`src/rtl/dvi_test_pattern_gen.sv`:
```
// Raster test-pattern pixel source for the DVI output streamer.
// Bars, animated gray ramp, checkerboard and border, active area only.
module dvi_test_pattern_gen #(
    parameter int          H_ACTIVE_COUNT = 800,
    parameter int          V_ACTIVE_COUNT = 600,
    parameter int          CHECKER_LOG2   = 5,
    parameter logic [23:0] SOLID_RGB      = 24'h0000FF
) (
    input  logic        iClk,
    input  logic        iRst,
    input  logic        iEnable,
    input  logic [1:0]  iPatternSel,
    input  logic        iReady,
    output logic        oValid,
    output logic [23:0] oPixel,
    output logic        oSof,
    output logic        oEol,
    output logic [7:0]  oFrameCount
);

    localparam int BAR_W = H_ACTIVE_COUNT / 8;
    localparam int XW0   = $clog2(H_ACTIVE_COUNT);
    localparam int YW0   = $clog2(V_ACTIVE_COUNT);
    localparam int XW    = (XW0 > CHECKER_LOG2) ? XW0 : CHECKER_LOG2 + 1;
    localparam int YW    = (YW0 > CHECKER_LOG2) ? YW0 : CHECKER_LOG2 + 1;
    localparam int BW    = $clog2(BAR_W + 1);

    typedef enum logic {IDLE, RUN} state_t;

    state_t        state, stateNext;
    logic [XW-1:0] x, xNext;
    logic [YW-1:0] y, yNext;
    logic [BW-1:0] barCnt, barCntNext;
    logic [2:0]    barIdx, barIdxNext;
    logic [1:0]    sel, selNext;
    logic [7:0]    countNext;
    logic [7:0]    ramp;
    logic [23:0]   pixelNext;
    logic          validNext;
    logic          load;
    logic          advance;
    logic          lastX;
    logic          lastY;

    assign lastX = (x == XW'(H_ACTIVE_COUNT - 1));
    assign lastY = (y == YW'(V_ACTIVE_COUNT - 1));

    always_ff @(posedge iClk or posedge iRst) begin
        if (iRst) state <= IDLE;
        else      state <= stateNext;
    end

    always_comb begin
        stateNext  = state;
        validNext  = oValid;
        countNext  = oFrameCount;
        load       = 1'b0;
        advance    = 1'b0;
        xNext      = x;
        yNext      = y;
        barCntNext = barCnt;
        barIdxNext = barIdx;
        selNext    = sel;
        unique case (state)
            IDLE: begin
                if (iEnable) begin
                    load      = 1'b1;
                    stateNext = RUN;
                end
            end
            RUN: begin
                if (oValid && iReady) begin
                    if (lastX && lastY) begin
                        countNext = oFrameCount + 8'd1;
                        if (iEnable) begin
                            load = 1'b1;
                        end else begin
                            stateNext = IDLE;
                            validNext = 1'b0;
                        end
                    end else begin
                        advance = 1'b1;
                    end
                end
            end
            default: stateNext = IDLE;
        endcase

        if (load) begin
            xNext      = '0;
            yNext      = '0;
            barCntNext = '0;
            barIdxNext = '0;
            selNext    = iPatternSel;
            validNext  = 1'b1;
        end else if (advance) begin
            if (lastX) begin
                xNext      = '0;
                yNext      = y + YW'(1);
                barCntNext = '0;
                barIdxNext = '0;
            end else begin
                xNext = x + XW'(1);
                // Bar index steps every BAR_W pixels and saturates on black.
                if (barCnt == BW'(BAR_W - 1)) begin
                    barCntNext = '0;
                    if (barIdx != 3'd7) barIdxNext = barIdx + 3'd1;
                end else begin
                    barCntNext = barCnt + BW'(1);
                end
            end
        end

        // Ramp uses the post-increment count so a new frame starts shifted.
        ramp = 8'(xNext) + countNext;
        unique case (selNext)
            2'd0: pixelNext = {{8{~barIdxNext[1]}},
                               {8{~barIdxNext[2]}},
                               {8{~barIdxNext[0]}}};
            2'd1: pixelNext = {ramp, ramp, ramp};
            2'd2: pixelNext = (xNext[CHECKER_LOG2] ^ yNext[CHECKER_LOG2])
                              ? 24'hFFFFFF : 24'h000000;
            default: pixelNext =
                (xNext == '0 || xNext == XW'(H_ACTIVE_COUNT - 1) ||
                 yNext == '0 || yNext == YW'(V_ACTIVE_COUNT - 1))
                ? 24'hFFFFFF : SOLID_RGB;
        endcase
    end

    always_ff @(posedge iClk or posedge iRst) begin
        if (iRst) begin
            x           <= '0;
            y           <= '0;
            barCnt      <= '0;
            barIdx      <= '0;
            sel         <= '0;
            oValid      <= 1'b0;
            oPixel      <= '0;
            oSof        <= 1'b0;
            oEol        <= 1'b0;
            oFrameCount <= '0;
        end else begin
            x           <= xNext;
            y           <= yNext;
            barCnt      <= barCntNext;
            barIdx      <= barIdxNext;
            sel         <= selNext;
            oValid      <= validNext;
            oFrameCount <= countNext;
            if (load || advance) begin
                oPixel <= pixelNext;
                oSof   <= (xNext == '0) && (yNext == '0);
                oEol   <= (xNext == XW'(H_ACTIVE_COUNT - 1));
            end
        end
    end

endmodule
```
`config.mk`:
```
export PLATFORM = sky130hd
export DESIGN_NAME = dvi_test_pattern_gen
export DESIGN_NICKNAME = d
export VERILOG_FILES = /design/src/rtl/dvi_test_pattern_gen.sv
export SDC_FILE = /design/constraint.sdc
export NUM_CORES = 1
export LEC_CHECK = 0
export ABC_AREA = 1
export BUFFER_PORTS_ARGS = -buffer_cell sky130_fd_sc_hd__buf_2
export CORE_UTILIZATION = 45
export CTS_BUF_LIST = sky130_fd_sc_hd__clkbuf_16
export CTS_CLUSTER_DIAMETER = 60
export DETAILED_ROUTE_END_ITERATION = 6
export GPL_TIMING_DRIVEN = 0
export PLACE_DENSITY_LB_ADDON = 0.3
export RECOVER_POWER = 25
export SYNTH_ARGS = -nofsm -noshare
export SYNTH_HDL_FRONTEND = slang
export SYNTH_SLANG_ARGS = --single-unit
```
`constraint.sdc`:
```
create_clock -name iClk -period 9.1 [get_ports iClk]
set_clock_uncertainty 0.15 [all_clocks]
set_input_delay 0.91 -clock iClk [delete_from_list [all_inputs] [get_ports iClk]]
set_output_delay 0.91 -clock iClk [all_outputs]
set_load 0.02 [all_outputs]
```
==> flow_summary.ini, run 1 <==
[clock_network]
postCtsSetupBuffers = 0
worstSkewPairLatency_ps = 330
cts.repair.resized = 0
number_of_h_tree_levels = 3
cts.sink_count = 68
cts_root_buf = sky130_fd_sc_hd__clkbuf_16
cts_max_path_buffers = 2
clkTransAtPathRegs_ps = 60
clock_tree_from_tritoncts = done
number_of_buffers_inserted_by_hold_repair_at_cts = 0
cts_buffers = 9

[sta]
slew_violations = 69
layout_worst_path_cycle_share_pct = 47.0
fin_crit_ps = 4270
setup_total_negative_slack_ps = 0
relSlewSlack_pct = -95.2
rsz_0062_raised_after_global_routing = false
timing_worst_slew_pin_value_ps = 2910
max_clock_freq_mhz = 234
final-setup-viol-count = 0
fin_hold_viols = 0

[synthesis]
netlist.area_leader.share_pct = 38.3
synth.yosys.seq_area_share_pct = 38.3
async_reset_ff_share_pct = 100
synth_nets = 656
synth_top_cell_by_area = sky130_fd_sc_hd__dfrtp_1
post_synth_most_frequent_cells = sky130_fd_sc_hd__nand2_1 (242), sky130_fd_sc_hd__inv_1 (89), sky130_fd_sc_hd__dfrtp_1 (68)
synth-edff-count = 0
synthCells = 637
synth.ff_latch_count = 68
synth-main-ff-cell = sky130_fd_sc_hd__dfrtp_1
synth.most_common_cell = sky130_fd_sc_hd__nand2_1
synth_warnings = 0
synthesis.area_per_instance_um2 = 6.98
syn_area_um2 = 4450
synth.distinct_cells = 36
synthTopCellsByArea = sky130_fd_sc_hd__dfrtp_1 (38%), sky130_fd_sc_hd__nand2_1 (20%), sky130_fd_sc_hd__inv_1 (7.5%), sky130_fd_sc_hd__nand3_1 (5.1%), sky130_fd_sc_hd__nor2_1 (5.0%)

[route]
drcViolationCount = 0
detail-route-antenna-nets = 0
drt-met1-wl_mm = 4.97
wl_met2_mm = 5.19
avgRoutedWirePerCell_um = 13.3
viasPerCell = 5.07
met3_length_um = 468
vias = 4161
drt_iter0_drc = 292
route.final.wire_length_mm = 10.9
route.top_layer_used = met4
detailedRoute.firstPassIterationCount = 6

[global_routing]
grt_usage_pct = 23.0
overflow_left_after_global_routing = 0
first_global_vias = 3975
number_of_antenna_violations_at_the_first_check_in_global_routing = 0
grt_pass1_wl_mm = 18.2
grt_max_degree = 69

[critical_path]
timing.critical_path.to_type = flop
origin_of_the_critical_flop_to_flop_path = x[0]
path_class = flop to flop
ff2ff_path_depth = 20
path_cells = ha_1 > nand3_4 > nor2_4 > nand2_4 > nor2_2 > nand2_1 > xnor2_1 > ha_1 > and3_1 > a211oi_1 > nor2_1 > o21ai_0 > nand2_1 > or2_2 > nand3_1 > nand2_1 > nor2_1 > nand2_1 > nand2_1 > nand2_1
cpPeakStageDelay_ps = 490
worst_ep_arrival_time_ps = 4350
crit_path_top_delay_cell = sky130_fd_sc_hd__dfrtp_1
cp_data_required_time_ps = 9170
crit_path_start_kind = flop
worst_path_most_repeated_cell = sky130_fd_sc_hd__nand2_1
cp_max_fanout = 9
setup.worst_path.start = x[0]

[place]
placement.cell_area_um2 = 4810
gp_routability_congestion = 0.847
port_buffers = 40
place_hpwl_mm = 8.02

[hold_path]
whs_path_depth = 2
worstHoldPathType = flop to flop
hold_path.startpoint = oPixel[15]

[outcome]
result_of_the_run = finished, violations left
failed_checks = max-capacitance violations, max-slew violations

[floorplanning]
ioPinCount = 41
die_height_um = 101
initial_core_util_pct = 47.2
placeableCoreArea_um2 = 9420
die_width_um = 101
total_die_area_um2 = 10300
placementRows = 35

[cells_and_area]
finalInstanceArea_um2 = 5170
antenna_cells = 0
num-nets-final = 707
areaGrowthSynthToFinish_pct = 16.3
fraction_of_final_layout_cells_with_drive_strength_greater_than_1_pct = 15.3

[power]
pwr_density_cell_nw_per_um2 = 272
leakagePower_uw = 0.00303
worst_ir_drop_vdd_mv = 0.124

[run]
max_capacitance_violation_total = 1
==> final timing paths <==
kind	end	slack (ps)
max	oPixel[13]	4830
min	oPixel[15]	320
max reg2reg	oPixel[13]	4830
min reg2reg	oPixel[15]	320
max in group asynchronous	x[7]	6230
min in group asynchronous	oPixel[0]	1240
==> cell type report <==
class	count	area [µm²]
buffer	13	98.8
fill	906	4240
multi-input combinational	457	2280
clock inverter	6	136
inverter	99	373
timing repair buffer	40	200
sequential	68	1700
clock buffer	9	225
tap	129	161
==> metal layers <==
| metal | vias to the layer above | global-route usage [%] |
|---|---|---|
| met1 | 1943 | 28.9 |
| met2 | 115 | 39.1 |
| met5 | - | 0 |
| met4 | 0 | 9.81 |
| li1 | 2081 | - |
| met3 | 22 | 3.73 |
==> logic make-up after synthesis <==
| group | after synthesis | synth area share (%) |
|---|---|---|
| AOI/OAI and AO/OA | 41 | 5.99 |
| xor gates and xnor gates | 13 | 2.56 |
| adders and majority gates | 13 | 3.83 |
| buffers and inverters | 112 | 10.6 |
| DFF | 68 | 38.3 |
| and+or+nand+nor | 390 | 38.8 |
==> state kept, by name, indices dropped and copies added (netlist names) <==
| signal | count |
|---|---|
| oPixel | 24 |
| x | 10 |
| y | 10 |
| oFrameCount | 8 |
| barCnt | 7 |
| barIdx | 3 |
| sel | 2 |
| oEol | 1 |
| oSof | 1 |
| oValid | 1 |
| state | 1 |
==> per-stage QoR <==
| stage | utilization, % | worst slack (ps) | total power, µW | std cells | hold WS (ps) |
|---|---|---|---|---|---|
| after floorplan | - | 5440 | 841 | 637 | 313 |
| after CTS | 55.0 | 4860 | 1410 | 821 | 327 |
| after detailed placement | 51.1 | 4680 | 976 | 806 | 311 |
| after global placement | 51.1 | 4820 | 958 | 806 | 313 |
| after global routing | 54.9 | 4560 | 1500 | 821 | 343 |
| final | 54.9 | 4830 | 1410 | 821 | 323 |
==> report_power, final <==
part	internal, µW	switching [µW]
Combinational	181	342
Clock	295	133
Sequential	384	73.9
==> critical path: cells and delay by family, from the launching register on <==
family / cells / cell delay (ps)
DFF: 1 / 490
AOI/OAI and AO/OA: 2 / 570
and+or+nand+nor: 15 / 2080
adders and majority gates: 2 / 590
xor gates and xnor gates: 1 / 260
==> placed cells by master, fill, tap and decap left out, types with 4 or more instances in the layout <==
cell,count
sky130_fd_sc_hd__nor2_4,5
sky130_fd_sc_hd__dfrtp_1,68
sky130_fd_sc_hd__xor2_1,6
sky130_fd_sc_hd__clkbuf_16,9
sky130_fd_sc_hd__inv_2,10
sky130_fd_sc_hd__buf_2,44
sky130_fd_sc_hd__o22a_1,7
sky130_fd_sc_hd__nor2_1,59
sky130_fd_sc_hd__nand3_2,7
sky130_fd_sc_hd__nand4_1,9
sky130_fd_sc_hd__buf_6,6
sky130_fd_sc_hd__bufinv_16,4
sky130_fd_sc_hd__inv_1,88
sky130_fd_sc_hd__ha_1,12
sky130_fd_sc_hd__o21ai_0,9
sky130_fd_sc_hd__or2_2,4
sky130_fd_sc_hd__a21oi_1,9
sky130_fd_sc_hd__nand3_1,45
sky130_fd_sc_hd__a211oi_1,5
sky130_fd_sc_hd__xnor2_1,7
sky130_fd_sc_hd__nand2_1,242
sky130_fd_sc_hd__nand2_4,4
Power figures use the tool's default switching activity.
==> run 2, diff against run 1 <==
==> constraint.sdc (replaced) <==
create_clock -name iClk -period 3.7 [get_ports iClk]
set_clock_uncertainty 0.15 [all_clocks]
set_input_delay 0.37 -clock iClk [delete_from_list [all_inputs] [get_ports iClk]]
set_output_delay 0.37 -clock iClk [all_outputs]
set_load 0.02 [all_outputs]
==> flow_summary.ini, run 2 (same netlist as run 1, synthesis figures left out) <==
[cells_and_area]
largest_register_ffs = 24
antenna_cells = 0
filler_cell_count = 866
regMostFlops = oPixel
final_common_cell = sky130_fd_sc_hd__nand2_1
areaGrowthSynthToFinish_pct = 23.0
largestRegisters = oPixel (24), x (10), y (10)
num-nets-final = 728
layout.cells.most_common_list = sky130_fd_sc_hd__nand2_1 (235), sky130_fd_sc_hd__inv_1 (87), sky130_fd_sc_hd__dfrtp_1 (66)
fraction_of_final_layout_cells_with_drive_strength_greater_than_1_pct = 21.2
final-instance-count-excl-fill = 842
post-route-util_pct = 58.1

[route]
drcViolationCount = 0
viasPerCell = 5.10
drt_iter0_drc = 311
vias = 4290
route.final.wire_length_mm = 11.4
detailedRoute.firstPassIterationCount = 5
detail-route-antenna-nets = 0
avgRoutedWirePerCell_um = 13.6

[clock_network]
number_of_h_tree_levels = 3
cts_root_buf = sky130_fd_sc_hd__clkbuf_16
worstSkewPairLatency_ps = 340
cts_buffers = 9
clock_tree_from_tritoncts = done
cts_max_path_buffers = 2
cts.sink_count = 68
clkTransAtPathRegs_ps = 60

[place]
gp_routability_congestion = 0.847
place_hpwl_mm = 8.02
port_buffers = 40
place.detailed.instances = 806

[critical_path]
worst_ep_arrival_time_ps = 3700
crit_path_start_kind = flop
cp_max_fanout = 17
cp_data_required_time_ps = 3770
path_class = flop to flop
timing.critical_path.to_type = flop

[floorplanning]
placementRows = 35
ioPinCount = 41
die_height_um = 101
initial_core_util_pct = 47.2
total_die_area_um2 = 10300
die_width_um = 101
placeableCoreArea_um2 = 9420

[sta]
relSlewSlack_pct = -67.9
fin_hold_ws_ps = 155
timing_worst_slew_pin_value_ps = 2520
fin_crit_ps = 3630
slew_violations = 69
rsz_0062_raised_after_global_routing = true
final-setup-viol-count = 0
setup_total_negative_slack_ps = 0
fin_hold_viols = 0
layout_worst_path_cycle_share_pct = 98.1
max_clock_freq_mhz = 276

[global_routing]
grt_usage_pct = 23.3
grt_max_degree = 69
grt_pass1_wl_mm = 18.5
number_of_antenna_violations_at_the_first_check_in_global_routing = 0
overflow_left_after_global_routing = 0
first_global_vias = 4029

[power]
leakagePower_uw = 0.00314
worst_ir_drop_vdd_mv = 0.319
pwr_density_cell_nw_per_um2 = 653

[outcome]
failed_checks = max-capacitance violations, max-slew violations
result_of_the_run = finished, violations left

[hold_path]
worstHoldPathType = input pin to flop

[run]
max_capacitance_violation_total = 1
-- run 2: cell count changes in the layout (fill, tap and decap cells not counted), moves of 3 or more --
cell                      delta
sky130_fd_sc_hd__ha_4        +3
sky130_fd_sc_hd__nand2_2     +6
sky130_fd_sc_hd__xnor2_2     +3
sky130_fd_sc_hd__xnor2_1     -3
sky130_fd_sc_hd__buf_4      +20
sky130_fd_sc_hd__nand2_1     -7
sky130_fd_sc_hd__ha_1        -4
-- run 2: timing repair --
item | 4_1_cts | 5_1_grt
hold buffers | 0 | 0
gates resized for setup | 10 | 25
buffers inserted | 6 | 16
endpoints found under the setup margin | 12 | 9
pin swaps | 5 | 20
-- run 2: metrics by stage --
step / worst slack [ps] / area, µm² / power, µW
after floorplan: 267 / 4450 / 2070
after global placement: -357 / 4810 / 2360
after detailed placement: -509 / 4810 / 2400
after CTS: 12.8 / 5250 / 3490
after global routing: -157 / 5470 / 3810
final: 70.3 / 5470 / 3570
-- run 2: area by class of cell --
cell class / count / area (µm²) / area share [%]
Clock inverter: 6 / 136 / 2.49
Buffer: 12 / 87.6 / 1.60
Inverter: 99 / 372 / 6.79
Sequential cell: 68 / 1700 / 31.2
Multi-Input combinational cell: 457 / 2410 / 44.1
Timing Repair Buffer: 62 / 373 / 6.82
Clock buffer: 9 / 225 / 4.12
Tap cell: 129 / 161 / 2.95
-- run 2: path summary, 6_finish.rpt --
| check | from | slack [ps] | end | cells past startpoint |
|---|---|---|---|---|
| setup / recovery | y[1] | 70 | oPixel[6] | 23 |
| hold / removal | iPatternSel[0] | 160 | sel[0] | 3 |
| setup reg to reg | y[1] | 70 | oPixel[6] | 23 |
| hold reg to reg | oPixel[15] | 330 | oPixel[15] | 2 |
| max in group asynchronous | iRst | 1020 | y[0] | 2 |
| min in group asynchronous | iRst | 760 | oPixel[11] | 2 |
-- run 2: power by group --
part           total (µW)  switching [µW]  leakage, µW  internal [µW]
sequential           1120             175     0.000805            944
clock                1060             336     0.000172            725
combinational        1390             883      0.00216            507
-- run 2: critical path, cell delays in order (launching register included) --
cell                      delay, ps
sky130_fd_sc_hd__dfrtp_1        400
sky130_fd_sc_hd__ha_4           180
sky130_fd_sc_hd__nand2_4         60
sky130_fd_sc_hd__inv_2           70
sky130_fd_sc_hd__nand3_2         90
sky130_fd_sc_hd__nor2_4         140
sky130_fd_sc_hd__nand3_1        130
sky130_fd_sc_hd__nand2_2        160
sky130_fd_sc_hd__nand2_8        130
sky130_fd_sc_hd__nand2_2        110
sky130_fd_sc_hd__inv_1           80
sky130_fd_sc_hd__ha_4           180
sky130_fd_sc_hd__fa_2           410
sky130_fd_sc_hd__nand2_2         90
sky130_fd_sc_hd__nand2_2         50
sky130_fd_sc_hd__a21oi_2        150
sky130_fd_sc_hd__or2_4          140
sky130_fd_sc_hd__nand2_2         50
sky130_fd_sc_hd__a21oi_2        180
sky130_fd_sc_hd__xnor2_2         90
sky130_fd_sc_hd__nand2_1         80
sky130_fd_sc_hd__nand2_2         80
sky130_fd_sc_hd__buf_4          150
sky130_fd_sc_hd__o22a_1         160
-- run 2: layer usage --
layer / vias up / track usage (%) / wire, µm
met5: - / 0 / 0
met4: 0 / 9.14 / 266
met3: 23 / 3.86 / 485
met2: 117 / 40.0 / 5600
met1: 2018 / 29.3 / 5080
li1: 2132 / - / -
